**src/rtl/uart_tx_serializer_if.sv**
```systemverilog
// Byte-in / serial-out handshake bundle of the UART transmit stage; the master drives tick, request and data.
// Outputs tx/busy/done come from registers on the serializer side, so nothing in here is combinational.
interface uart_tx_serializer_if #(
    parameter int DATA_WIDTH = 8
);
    logic                  baud_tick;
    logic                  transmit;
    logic [DATA_WIDTH-1:0] data_in;
    logic                  tx;
    logic                  busy;
    logic                  done;

    modport master (
        output baud_tick,
        output transmit,
        output data_in,
        input  tx,
        input  busy,
        input  done
    );

    modport slave (
        input  baud_tick,
        input  transmit,
        input  data_in,
        output tx,
        output busy,
        output done
    );
endinterface

```
**src/rtl/uart_tx_serializer.sv**
```systemverilog
// UART transmitter: start, DATA_WIDTH bits LSB-first, optional even parity (UART_TX_PARITY_EN), stop; one bit per baud tick.
// Registered outputs; a frame starts on the first tick after accept, and requests are ignored while busy.
module uart_tx_serializer #(
    parameter int DATA_WIDTH = 8,
    parameter int BIT_CNT_W  = 4
) (
    input  logic                  i_clk,
    input  logic                  i_reset_n,
    uart_tx_serializer_if.slave   bus
);

    localparam logic [BIT_CNT_W-1:0] LAST_IDX = BIT_CNT_W'(DATA_WIDTH - 1);

    generate
        if (DATA_WIDTH < 5 || DATA_WIDTH > 9) begin : g_bad_width
            $error("uart_tx_serializer: DATA_WIDTH must be within 5..9");
        end
        if ((2 ** BIT_CNT_W) <= DATA_WIDTH) begin : g_bad_cnt
            $error("uart_tx_serializer: BIT_CNT_W too narrow for DATA_WIDTH");
        end
    endgenerate

`ifdef UART_TX_PARITY_EN
    typedef enum logic [2:0] {
        S_IDLE,
        S_ALIGN,
        S_START,
        S_DATA,
        S_PARITY,
        S_STOP
    } state_t;
`else
    typedef enum logic [2:0] {
        S_IDLE,
        S_ALIGN,
        S_START,
        S_DATA,
        S_STOP
    } state_t;
`endif

    state_t                r_state;
    logic [DATA_WIDTH-1:0] r_shift;
    logic [BIT_CNT_W-1:0]  r_idx;
    logic                  r_tx;
    logic                  r_busy;
    logic                  r_done;

    state_t                w_state;
    logic [DATA_WIDTH-1:0] w_shift;
    logic [BIT_CNT_W-1:0]  w_idx;
    logic                  w_tx;
    logic                  w_busy;
    logic                  w_done;

`ifdef UART_TX_PARITY_EN
    logic                  r_parity;
    logic                  w_parity;
`endif

    always_ff @(posedge i_clk) begin
        if (!i_reset_n) begin
            r_state <= S_IDLE;
            r_shift <= '0;
            r_idx   <= '0;
            r_tx    <= 1'b1;
            r_busy  <= 1'b0;
            r_done  <= 1'b0;
        end else begin
            r_state <= w_state;
            r_shift <= w_shift;
            r_idx   <= w_idx;
            r_tx    <= w_tx;
            r_busy  <= w_busy;
            r_done  <= w_done;
        end
    end

`ifdef UART_TX_PARITY_EN
    always_ff @(posedge i_clk) begin
        if (!i_reset_n) begin
            r_parity <= 1'b0;
        end else begin
            r_parity <= w_parity;
        end
    end
`endif

    // Every state except IDLE advances only on a baud tick; otherwise all registers hold.
    always_comb begin
        w_state = r_state;
        w_shift = r_shift;
        w_idx   = r_idx;
        w_tx    = r_tx;
        w_busy  = r_busy;
        w_done  = 1'b0;
`ifdef UART_TX_PARITY_EN
        w_parity = r_parity;
`endif
        case (r_state)
            S_IDLE: begin
                w_tx   = 1'b1;
                w_busy = 1'b0;
                if (bus.transmit) begin
                    w_shift = bus.data_in;
                    w_idx   = '0;
                    w_busy  = 1'b1;
                    w_state = S_ALIGN;
`ifdef UART_TX_PARITY_EN
                    w_parity = ^bus.data_in;
`endif
                end
            end
            S_ALIGN: begin
                if (bus.baud_tick) begin
                    w_tx    = 1'b0;
                    w_state = S_START;
                end
            end
            S_START: begin
                if (bus.baud_tick) begin
                    w_tx    = r_shift[0];
                    w_shift = {1'b0, r_shift[DATA_WIDTH-1:1]};
                    w_idx   = '0;
                    w_state = S_DATA;
                end
            end
            S_DATA: begin
                if (bus.baud_tick) begin
                    if (r_idx == LAST_IDX) begin
`ifdef UART_TX_PARITY_EN
                        w_tx    = r_parity;
                        w_state = S_PARITY;
`else
                        w_tx    = 1'b1;
                        w_state = S_STOP;
`endif
                    end else begin
                        w_tx    = r_shift[0];
                        w_shift = {1'b0, r_shift[DATA_WIDTH-1:1]};
                        w_idx   = r_idx + BIT_CNT_W'(1);
                    end
                end
            end
`ifdef UART_TX_PARITY_EN
            S_PARITY: begin
                if (bus.baud_tick) begin
                    w_tx    = 1'b1;
                    w_state = S_STOP;
                end
            end
`endif
            S_STOP: begin
                if (bus.baud_tick) begin
                    w_tx    = 1'b1;
                    w_done  = 1'b1;
                    w_busy  = 1'b0;
                    w_state = S_IDLE;
                end
            end
            default: begin
                w_tx    = 1'b1;
                w_busy  = 1'b0;
                w_state = S_IDLE;
            end
        endcase
    end

    assign bus.tx   = r_tx;
    assign bus.busy = r_busy;
    assign bus.done = r_done;

`ifndef SYNTHESIS
    always_ff @(posedge i_clk) begin
        if (i_reset_n) begin
            assert (r_idx <= LAST_IDX)
                else $error("uart_tx_serializer: bit index past last data bit");
            assert (!(r_done && r_busy))
                else $error("uart_tx_serializer: done raised while still busy");
        end
    end
`endif

endmodule

```
**src/flat_wrapper.sv**
```systemverilog
// flat-port wrapper written by rule: the top's interface ports become plain ports
module uart_tx_serializer_flat 
#(
    parameter int DATA_WIDTH = 8,
    parameter int BIT_CNT_W  = 4
)
  (i_clk, i_reset_n, bus_baud_tick, bus_transmit, bus_data_in, bus_tx, bus_busy, bus_done);
  uart_tx_serializer_if #(.DATA_WIDTH(DATA_WIDTH)) bus_i ();
  input  logic i_clk;
  input  logic i_reset_n;
  input wire logic [$bits(bus_i.baud_tick)-1:0] bus_baud_tick;
  input wire logic [$bits(bus_i.transmit)-1:0] bus_transmit;
  input wire logic [$bits(bus_i.data_in)-1:0] bus_data_in;
  output wire logic [$bits(bus_i.tx)-1:0] bus_tx;
  output wire logic [$bits(bus_i.busy)-1:0] bus_busy;
  output wire logic [$bits(bus_i.done)-1:0] bus_done;
  assign bus_i.baud_tick = bus_baud_tick;
  assign bus_i.transmit = bus_transmit;
  assign bus_i.data_in = bus_data_in;
  assign bus_tx = bus_i.tx;
  assign bus_busy = bus_i.busy;
  assign bus_done = bus_i.done;
  uart_tx_serializer #(.DATA_WIDTH(DATA_WIDTH), .BIT_CNT_W(BIT_CNT_W)) u_core (.i_clk(i_clk), .i_reset_n(i_reset_n), .bus(bus_i));
endmodule
```
**config.mk**
```make
export PLATFORM = sky130hd
export DESIGN_NAME = uart_tx_serializer_flat
export DESIGN_NICKNAME = d
export VERILOG_FILES = /design/src/rtl/uart_tx_serializer_if.sv /design/src/rtl/uart_tx_serializer.sv /design/src/flat_wrapper.sv
export SDC_FILE = /design/constraint.sdc
export NUM_CORES = 1
export LEC_CHECK = 0
export CAP_MARGIN = 20
export CORE_MARGIN = 3
export CORE_UTILIZATION = 51
export DETAILED_ROUTE_END_ITERATION = 10
export GPL_TIMING_DRIVEN = 0
export PLACE_DENSITY = 0.88
export SYNTH_ARGS = -nofsm -noshare
export SYNTH_HDL_FRONTEND = slang
export SYNTH_SLANG_ARGS = --single-unit
```
**constraint.sdc**
```tcl
create_clock -name i_clk -period 2.2 [get_ports i_clk]
set_clock_uncertainty 0.05 [all_clocks]
set_input_delay 0.33 -clock i_clk [delete_from_list [all_inputs] [get_ports i_clk]]
set_output_delay 0.33 -clock i_clk [all_outputs]
set_load 0.01 [all_outputs]
```
==> Word level (Yosys, flattened, before mapping) <==
Index checks and enable logic that the tools add are counted.
{ "word_totals": {"ff_bits": 18, "latch_bits": 0, "ram_bits": 0, "romBits": 0, "input_bits": 12, "output_inout_bits": 3, "word_cells": 54, "n_memories": 0} }
{ "classes": {"add_sub_neg": 1, "n_mul": 0, "div_mod_pow": 0, "order_cmp": 0, "eq_ne": 12, "shift": 0, "muxes": 26, "bitwise_logic": 1, "reduce_logical": 8} }
{ "op_table": {"columns": ["op", "count"], "rows": [
  ["8-bit 2-to-1 mux", 4],
  ["8-bit case mux with 3 select lines", 1],
  ["3-bit 2-to-1 mux", 6],
  ["4-bit 2-to-1 mux", 4],
  ["3-bit case mux with 5 select lines", 1],
  ["2-bit inequality test, second input constant", 6],
  ["4-bit case mux with 3 select lines", 1],
  ["1-bit 2-to-1 mux", 7],
  ["3-bit by 2-bit == test with 1-bit output, second input constant", 2],
  ["6-bit AND reduction", 1],
  ["5-bit AND reduction", 1],
  ["4-bit by 1-bit adder with 4-bit output, second input constant", 1],
  ["4-bit by 3-bit == test with 1-bit output, second input constant", 1],
  ["1-bit case mux with 4 select lines", 1],
  ["2-bit AND reduction", 2],
  ["4-bit AND reduction", 1],
  ["3-bit by 1-bit == test with 1-bit output, second input constant", 1],
  ["3-bit == test, second input constant", 1],
  ["3-bit zero test", 1],
  ["1-bit case mux with 3 select lines", 1],
  ["3-bit nonzero test", 1],
  ["3-bit OR reduction", 1],
  ["2-bit by 1-bit inequality test with 1-bit output, second input constant", 1],
  ["1-bit NOT", 1]
]} }

==> Depth between registers and ports, before layout <==
Gate-level depths: netlist of run 1.
{ "logic_depth": {"depth_word": 4, "ltp_mapped": 6} }

==> Worst setup path before layout of run 1 <==
No wires, ideal clock.
{ "synth_path": {"kind": "reg-to-reg", "startpoint": "reg u_core.r_idx[0]", "endpoint": "reg u_core.r_tx (netlist: u_core.bus.tx)", "arrival_time_ps": 1348, "setup_slack_ps": 670, "path_stages_with_launch": 6, "path_buffers": 0, "period_less_slack_ps": 1530, "cell_sequence": "dfxtp_1 > ha_1 > and3b_4 > a21o_1 > a2111oi_2 > o21ai_1"} }
{ "synth_via": {"elab_chain_len": 4} }
{ "synth_lines": {"columns": ["element", "line", "rtl"], "rows": [
  ["start, declared", "uart_tx_serializer.sv:44", "logic [BIT_CNT_W-1:0] r_idx;"],
  ["start signal, assigned", "uart_tx_serializer.sv:72", "r_idx <= w_idx;"],
  ["4-bit by 3-bit == test with 1-bit output", "uart_tx_serializer.sv:130", "if (r_idx == LAST_IDX) begin"],
  ["1-bit 2-to-1 mux", "uart_tx_serializer.sv:130", null],
  ["1-bit 2-to-1 mux", "uart_tx_serializer.sv:129", "if (bus.baud_tick) begin"],
  ["1-bit case mux with 4 select lines", "uart_tx_serializer.sv:100", "case (r_state)"],
  ["end signal, assigned", "uart_tx_serializer.sv:73", "r_tx <= w_tx;"],
  ["end, declared", "uart_tx_serializer.sv:45", "logic r_tx;"]
]} }
Every way passes these cells. The select of a mux whose other input is x is not followed.
A chain may end at the register's enable or synchronous reset.

==> Worst setup path in the final report of run 1 <==
Same ends and word-level chain as after synthesis.

==> impl_metrics.tcl, run 1 <==
set metrics [dict create \
    status "finished clean" \
    first_pass_iters 4 \
    fin_util_pct 70.26 \
    r2r-end "u_core.bus.tx" \
    clk_pin_slew_ns 0.11 \
    hold_viol_final 0 \
    dieHeight_um 48.84 \
    synth_nets 112 \
    finalWorstSetupSlack_ns 0.5588 \
    critical_path_class "reg -> reg" \
    tritoncts "yes" \
    cts_sinks 18 \
    hpwl_mm 1.311 \
    htree_num_levels 1 \
    worst_pin_slew_ns 0.4393 \
    die-area_um2 2385 \
    ant_nets 0 \
    rr_worst_depth 5 \
    synth_enable_flop_cells 0 \
    ir_drop_v 0.0004793 \
    synth_flop_cell "dfxtp_1" \
    ys_warn_count 0 \
    cts_setup_buffers 0 \
    avgRoutedWirePerCell_um 12.84 \
    synthesis.area_um2 935.9 \
    holdPathStages 3 \
    areaGrowthSynthToFinish_pct 20.99 \
    hold_class "in -> reg" \
    drv_cap 0 \
    routed_wl_mm 1.798 \
    fin_crit_sh_pct 74.60 \
    finalMaxSlewViolations 0 \
    hold_path_end "u_core.r_idx[1]" \
    place_area_um2 1096 \
    drive_gt1_share_pct 12.93 \
    place_ws_ns 0.3290 \
    start_util_pct 58.07 \
    ys_top_cells_by_area "dfxtp_1, mux2i_1, o211a_1, nand2_1, buf_6" \
    num_vias 771 \
    viasPerCell 5.507 \
    tns_ns 0 \
    cts_hold_buf 0 \
    clock_latency_ns 0.29 \
    whs_ns 0.3976 \
    slew-limit-headroom_pct 70.72 \
    cp.required_ns 2.33 \
    cts_max_path_buffers 2 \
    core_um2 1612 \
    setup_viol 0 \
    antenna_found_initial 0 \
    cp-start-kind "flop" \
    grt_pass1_vias 743 \
    die_width_um 48.84 \
    nets 130 \
    io_buffers 13 \
    ys_ff_latch 18 \
    regToRegStartpoint "u_core.r_idx[0]" \
    drt-initial-drc-count 18 \
    rrSetupSlack_ns 0.56 \
    p_leak_uw 0.0005229 \
    n_antenna_cell 0 \
    netlist.area_leader.share_pct 38.50 \
    overflow 0 \
    grt_pass1_wl_mm 3.201 \
    worst_setup_path_end_kind "flop" \
    cts_buffers 3 \
    final_area_um2 1132 \
    fillers 127 \
    cp_max_fo 5 \
    ioPinCount 15 \
    fmax_ghz 0.6093 \
    ctsResizeCount 0 \
    pwr_density_cell_nw_per_um2 624.5 \
    grt_use_total_pct 16.74 \
    synth.avg_cell_area_um2 9.454 \
    place.gp.congestion 0.8532 \
    synth.distinct_cells 35 \
    yosysTopAreaCell "dfxtp_1" \
    seq_area_frac_synth_pct 38.50 \
    period_minus_slack_ns 1.641 \
    postSynth.asyncResetShare_pct 0 \
    root_buffer "clkbuf_4" \
    rows 14 \
    min_from "i_reset_n" \
    critPathArrivalTime_ns 1.77 \
    route.detailed.drc 0 \
    synth_cells 99 \
    grt_max_degree 11 \
    rsz0062_at_grt "no" \
]
## routing by layer
layer  vias to the layer above  wire length, um  share of wire, %  global-route usage [%]
met5                         -                0                 0                       0
met4                         0               27               1.5                   8.057
met3                         4               98               5.5                   2.446
met2                        27              842                47                   27.60
met1                       350              829                46                   21.28
li1                        390                -                 -                       -
## cells in the mapped netlist (2+ instances only)
cell type  instances
dfxtp_1           18
nand2_1           16
mux2i_1            8
o211a_1            7
o21ai_1            5
a21oi_1            3
buf_6              3
inv_1              3
nor2_1             3
a31oi_1            2
clkbuf_1           2
nand2b_1           2
nand3_1            2
nand3b_1           2
nor3_1             2
nor4_1             2
## power by group
part / internal [uW] / switching, uW
Clock: 101 / 106
Combinational: 71.8 / 64.7
Sequential: 349 / 14.9
Total: 521 / 186
## sequential cells by signal, summed over array words and instances, names as in the netlist
| name | cells |
|---|---|
| u_core.bus.done | 1 |
| u_core.r_state | 3 |
| u_core.r_shift | 8 |
| u_core.r_idx | 4 |
| u_core.bus.busy | 1 |
| u_core.bus.tx | 1 |
## cells in the final DEF, fill, tap and decap left out, types with 2 or more instances in the layout
cell type	instances
dfxtp_1	18
nand2_1	16
clkdlybuf4s50_1	13
mux2i_1	8
o211a_1	7
o21ai_1	5
buf_6	3
nor2_1	3
inv_1	3
a21oi_1	3
clkbuf_4	3
nand3b_1	2
clkbuf_1	2
nand2b_1	2
nand3_1	2
nor3_1	2
nor4_1	2
a31oi_1	2
## worst max-delay path, stage by stage, from the launching register on
cell       delay (ns)
dfxtp_1          0.37
ha_1             0.25
and3b_4          0.22
a21o_1           0.19
a2111oi_2        0.36
o21ai_1          0.08
## through the flow
step,power [uW],instances
5_1_grt,742.3,140
4_1_cts,709.0,140
3_5_place_dp,507.3,136
2_1_floorplan,462.7,99
6_report,707.1,140
3_3_place_gp,501.7,136
## area by class of cell
cell class                 instances  area, um2  area share (%)
buffer                             7      53.80           4.751
timing repair buffer              13      130.1           11.49
clock buffer                       4      36.28           3.204
sequential                        18      360.3           31.82
multi-input combinational         71      510.5           45.08
tap                               24      30.03           2.652
inverter                           3      11.26          0.9945
## worst max-delay path by stage
stage,startpoint,endpoint,slack [ns],cells after the start
floorplan,u_core.r_idx[0],u_core.bus.tx,0.67,5
detailed placement,bus_baud_tick,u_core.r_shift[5],0.33,6
global route,u_core.r_idx[0],u_core.bus.tx,0.44,5
global placement,bus_baud_tick,u_core.r_shift[6],0.33,6
CTS,u_core.r_idx[0],u_core.bus.tx,0.55,5
finish,u_core.r_idx[0],u_core.bus.tx,0.56,5
## kinds of logic (layout without fill, tap and decap cells)
group                      after synthesis  in the layout  synth area share (%)
xor gates and xnor gates                 1              1                0.9360
buffers and inverters                   10             27                 6.952
DFF                                     18             18                 38.50
AOI/OAI and AO/OA                       24             24                 22.33
and+or+nand+nor                         36             36                 19.92
adders and majority gates                1              1                 1.337
muxes                                    9              9                 10.03
No activity file was read; power rests on OpenSTA's default activity.
==> run 2, diff against run 1 <==
==> constraint.sdc (replaced) <==
create_clock -name i_clk -period 1.6 [get_ports i_clk]
set_clock_uncertainty 0.05 [all_clocks]
set_input_delay 0.24 -clock i_clk [delete_from_list [all_inputs] [get_ports i_clk]]
set_output_delay 0.24 -clock i_clk [all_outputs]
set_load 0.01 [all_outputs]
==> impl_metrics.tcl, run 2 (synthesis gave the netlist of run 1 again) <==
set metrics [dict create \
    status "finished clean" \
    whs_ns 0.3046 \
    core_um2 1612 \
    hold_class "in -> reg" \
    rr_worst_depth 5 \
    avgRoutedWirePerCell_um 13.64 \
    hold_viol_final 0 \
    p_leak_uw 0.0005275 \
    rows 14 \
    cts_buffers 3 \
    ant_nets 0 \
    cp_cell_sequence "ha_2 > and3b_4 > a21o_1 > a2111oi_4 > o21ai_1" \
    path_delay_family "compound AO/OA/AOI/OAI gates" \
    grt_max_degree 11 \
    die_width_um 48.84 \
    drv_cap 0 \
    drt-initial-drc-count 23 \
    worst_setup_path_end_kind "flop" \
    ir_drop_v 0.0006426 \
    path_buf_inv 0 \
    start_util_pct 58.07 \
    htree_num_levels 1 \
    worst_pin_slew_ns 0.4495 \
    critical_path_class "reg -> reg" \
    cp_slowest_stage_delay_ns 0.37 \
    areaGrowthSynthToFinish_pct 23.80 \
    antenna_found_initial 0 \
    cp-start-kind "flop" \
    fillers 125 \
    grt_pass1_vias 743 \
    die-area_um2 2385 \
    grt_pass1_wl_mm 3.201 \
    hpwl_mm 1.311 \
    pwr_density_cell_nw_per_um2 840.8 \
    setup_viol 0 \
    slew-limit-headroom_pct 70.03 \
    regToRegStartpoint "u_core.r_idx[0]" \
    rrSetupSlack_ns 0.07 \
    period_minus_slack_ns 1.533 \
    clk_pin_slew_ns 0.10 \
    clock_latency_ns 0.29 \
    cts_max_path_buffers 2 \
    largest_register_ffs 8 \
    drive_gt1_share_pct 15.38 \
    fin_crit_sh_pct 95.81 \
    layout_common_cells "dfxtp_1, nand2_1, clkdlybuf4s50_1" \
    grt_use_total_pct 16.75 \
    holdPathStages 3 \
    cpMaxStageDelayCell "dfxtp_4" \
    cp_max_fo 5 \
    top_register "u_core.r_shift" \
    root_buffer "clkbuf_4" \
    reg_top3 "u_core.r_shift (8), u_core.r_idx (4), u_core.r_state (3)" \
    finalMaxSlewViolations 0 \
    routed_wl_mm 1.923 \
    tritoncts "yes" \
    place.gp.congestion 0.8532 \
    viasPerCell 5.617 \
    cts_hold_buf 0 \
    nets 131 \
    ioPinCount 15 \
    io_buffers 13 \
    num_vias 792 \
    cts_sinks 18 \
    n_antenna_cell 0 \
    route.detailed.drc 0 \
    finalNonFillerCells 141 \
    overflow 0 \
    critPathArrivalTime_ns 1.65 \
    final_common_cell "dfxtp_1" \
    r2r-end "u_core.bus.tx" \
    fmax_ghz 0.6524 \
    min_from "i_reset_n" \
    dieHeight_um 48.84 \
    rsz0062_at_grt "no" \
    hold_path_end "u_core.r_idx[1]" \
    cp.required_ns 1.72 \
    place_inst 136 \
    first_pass_iters 4 \
]
[run 2: worst max-delay path by stage]
stage | from | end | slack [ns] | depth (start not counted)
after floorplan | u_core.r_idx[0] | u_core.bus.tx | 0.07 | 5
after global placement | bus_baud_tick | u_core.r_shift[6] | -0.18 | 6
after detailed placement | bus_baud_tick | u_core.r_shift[5] | -0.18 | 6
after CTS | u_core.r_idx[0] | u_core.bus.tx | 0.02 | 5
after global routing | bus_baud_tick | u_core.r_shift[5] | 0.02 | 6
final | u_core.r_idx[0] | u_core.bus.tx | 0.07 | 5
[run 2: what timing repair did]
item	CTS	global route
buffers inserted	0	1
pin swaps	1	0
gates resized for setup	2	2
setup endpoints to repair	1	1
[run 2: tightest hold or removal path, cell delays in order]
cell and delay [ns]:
clkbuf_1 0.20, nand2_1 0.12, o21ai_1 0.05
[run 2: cell type report]
type	count	area, um2	area share, %
Buffer	7	53.80	4.644
Clock buffer	4	36.28	3.132
Inverter	3	11.26	0.9719
Multi-Input combinational cell	71	525.5	45.36
Sequential cell	18	364.1	31.43
Tap cell	24	30.03	2.592
Timing Repair Buffer	14	137.6	11.88
[run 2: metrics by stage]
| stage | util, % | setup slack (ns) | cell area (um2) | power, uW | TNS [ns] |
|---|---|---|---|---|---|
| after floorplan | - | 0.07007 | 935.9 | 636.2 | 0 |
| after global placement | 68.01 | -0.1768 | 1096 | 689.9 | -1.657 |
| after detailed placement | 68.01 | -0.1810 | 1096 | 697.5 | -1.669 |
| after CTS | 70.50 | 0.01995 | 1136 | 973.5 | 0 |
| after global routing | 71.89 | 0.01605 | 1159 | 1028 | 0 |
| final | 71.89 | 0.06709 | 1159 | 974.1 | 0 |
[run 2: metal layers]
metal  track usage (%)  vias to the layer above  wire length (um)
li1                  -                      395                 -
met1             21.32                      352               833
met2             27.60                       37               877
met3             2.446                        8               148
met4             8.057                        0                63
met5                 0                        -                 0
[run 2: report_power, final]
group / switching (uW) / internal [uW] / total (uW)
clock network: 140 / 139 / 279
logic: 95.2 / 101 / 196
registers: 21.2 / 478 / 499
==> run 3, diff against run 2 <==
--- a/config.mk
+++ b/config.mk
@@ -5,6 +5,7 @@
 export SDC_FILE = /design/constraint.sdc
 export NUM_CORES = 1
 export LEC_CHECK = 0
+export ABC_CLOCK_PERIOD_IN_PS = 1600
 export CAP_MARGIN = 20
 export CORE_MARGIN = 3
 export CORE_UTILIZATION = 51
==> results of run 3 <==
Final layout, timing and power as in run 2 (identical DEF).
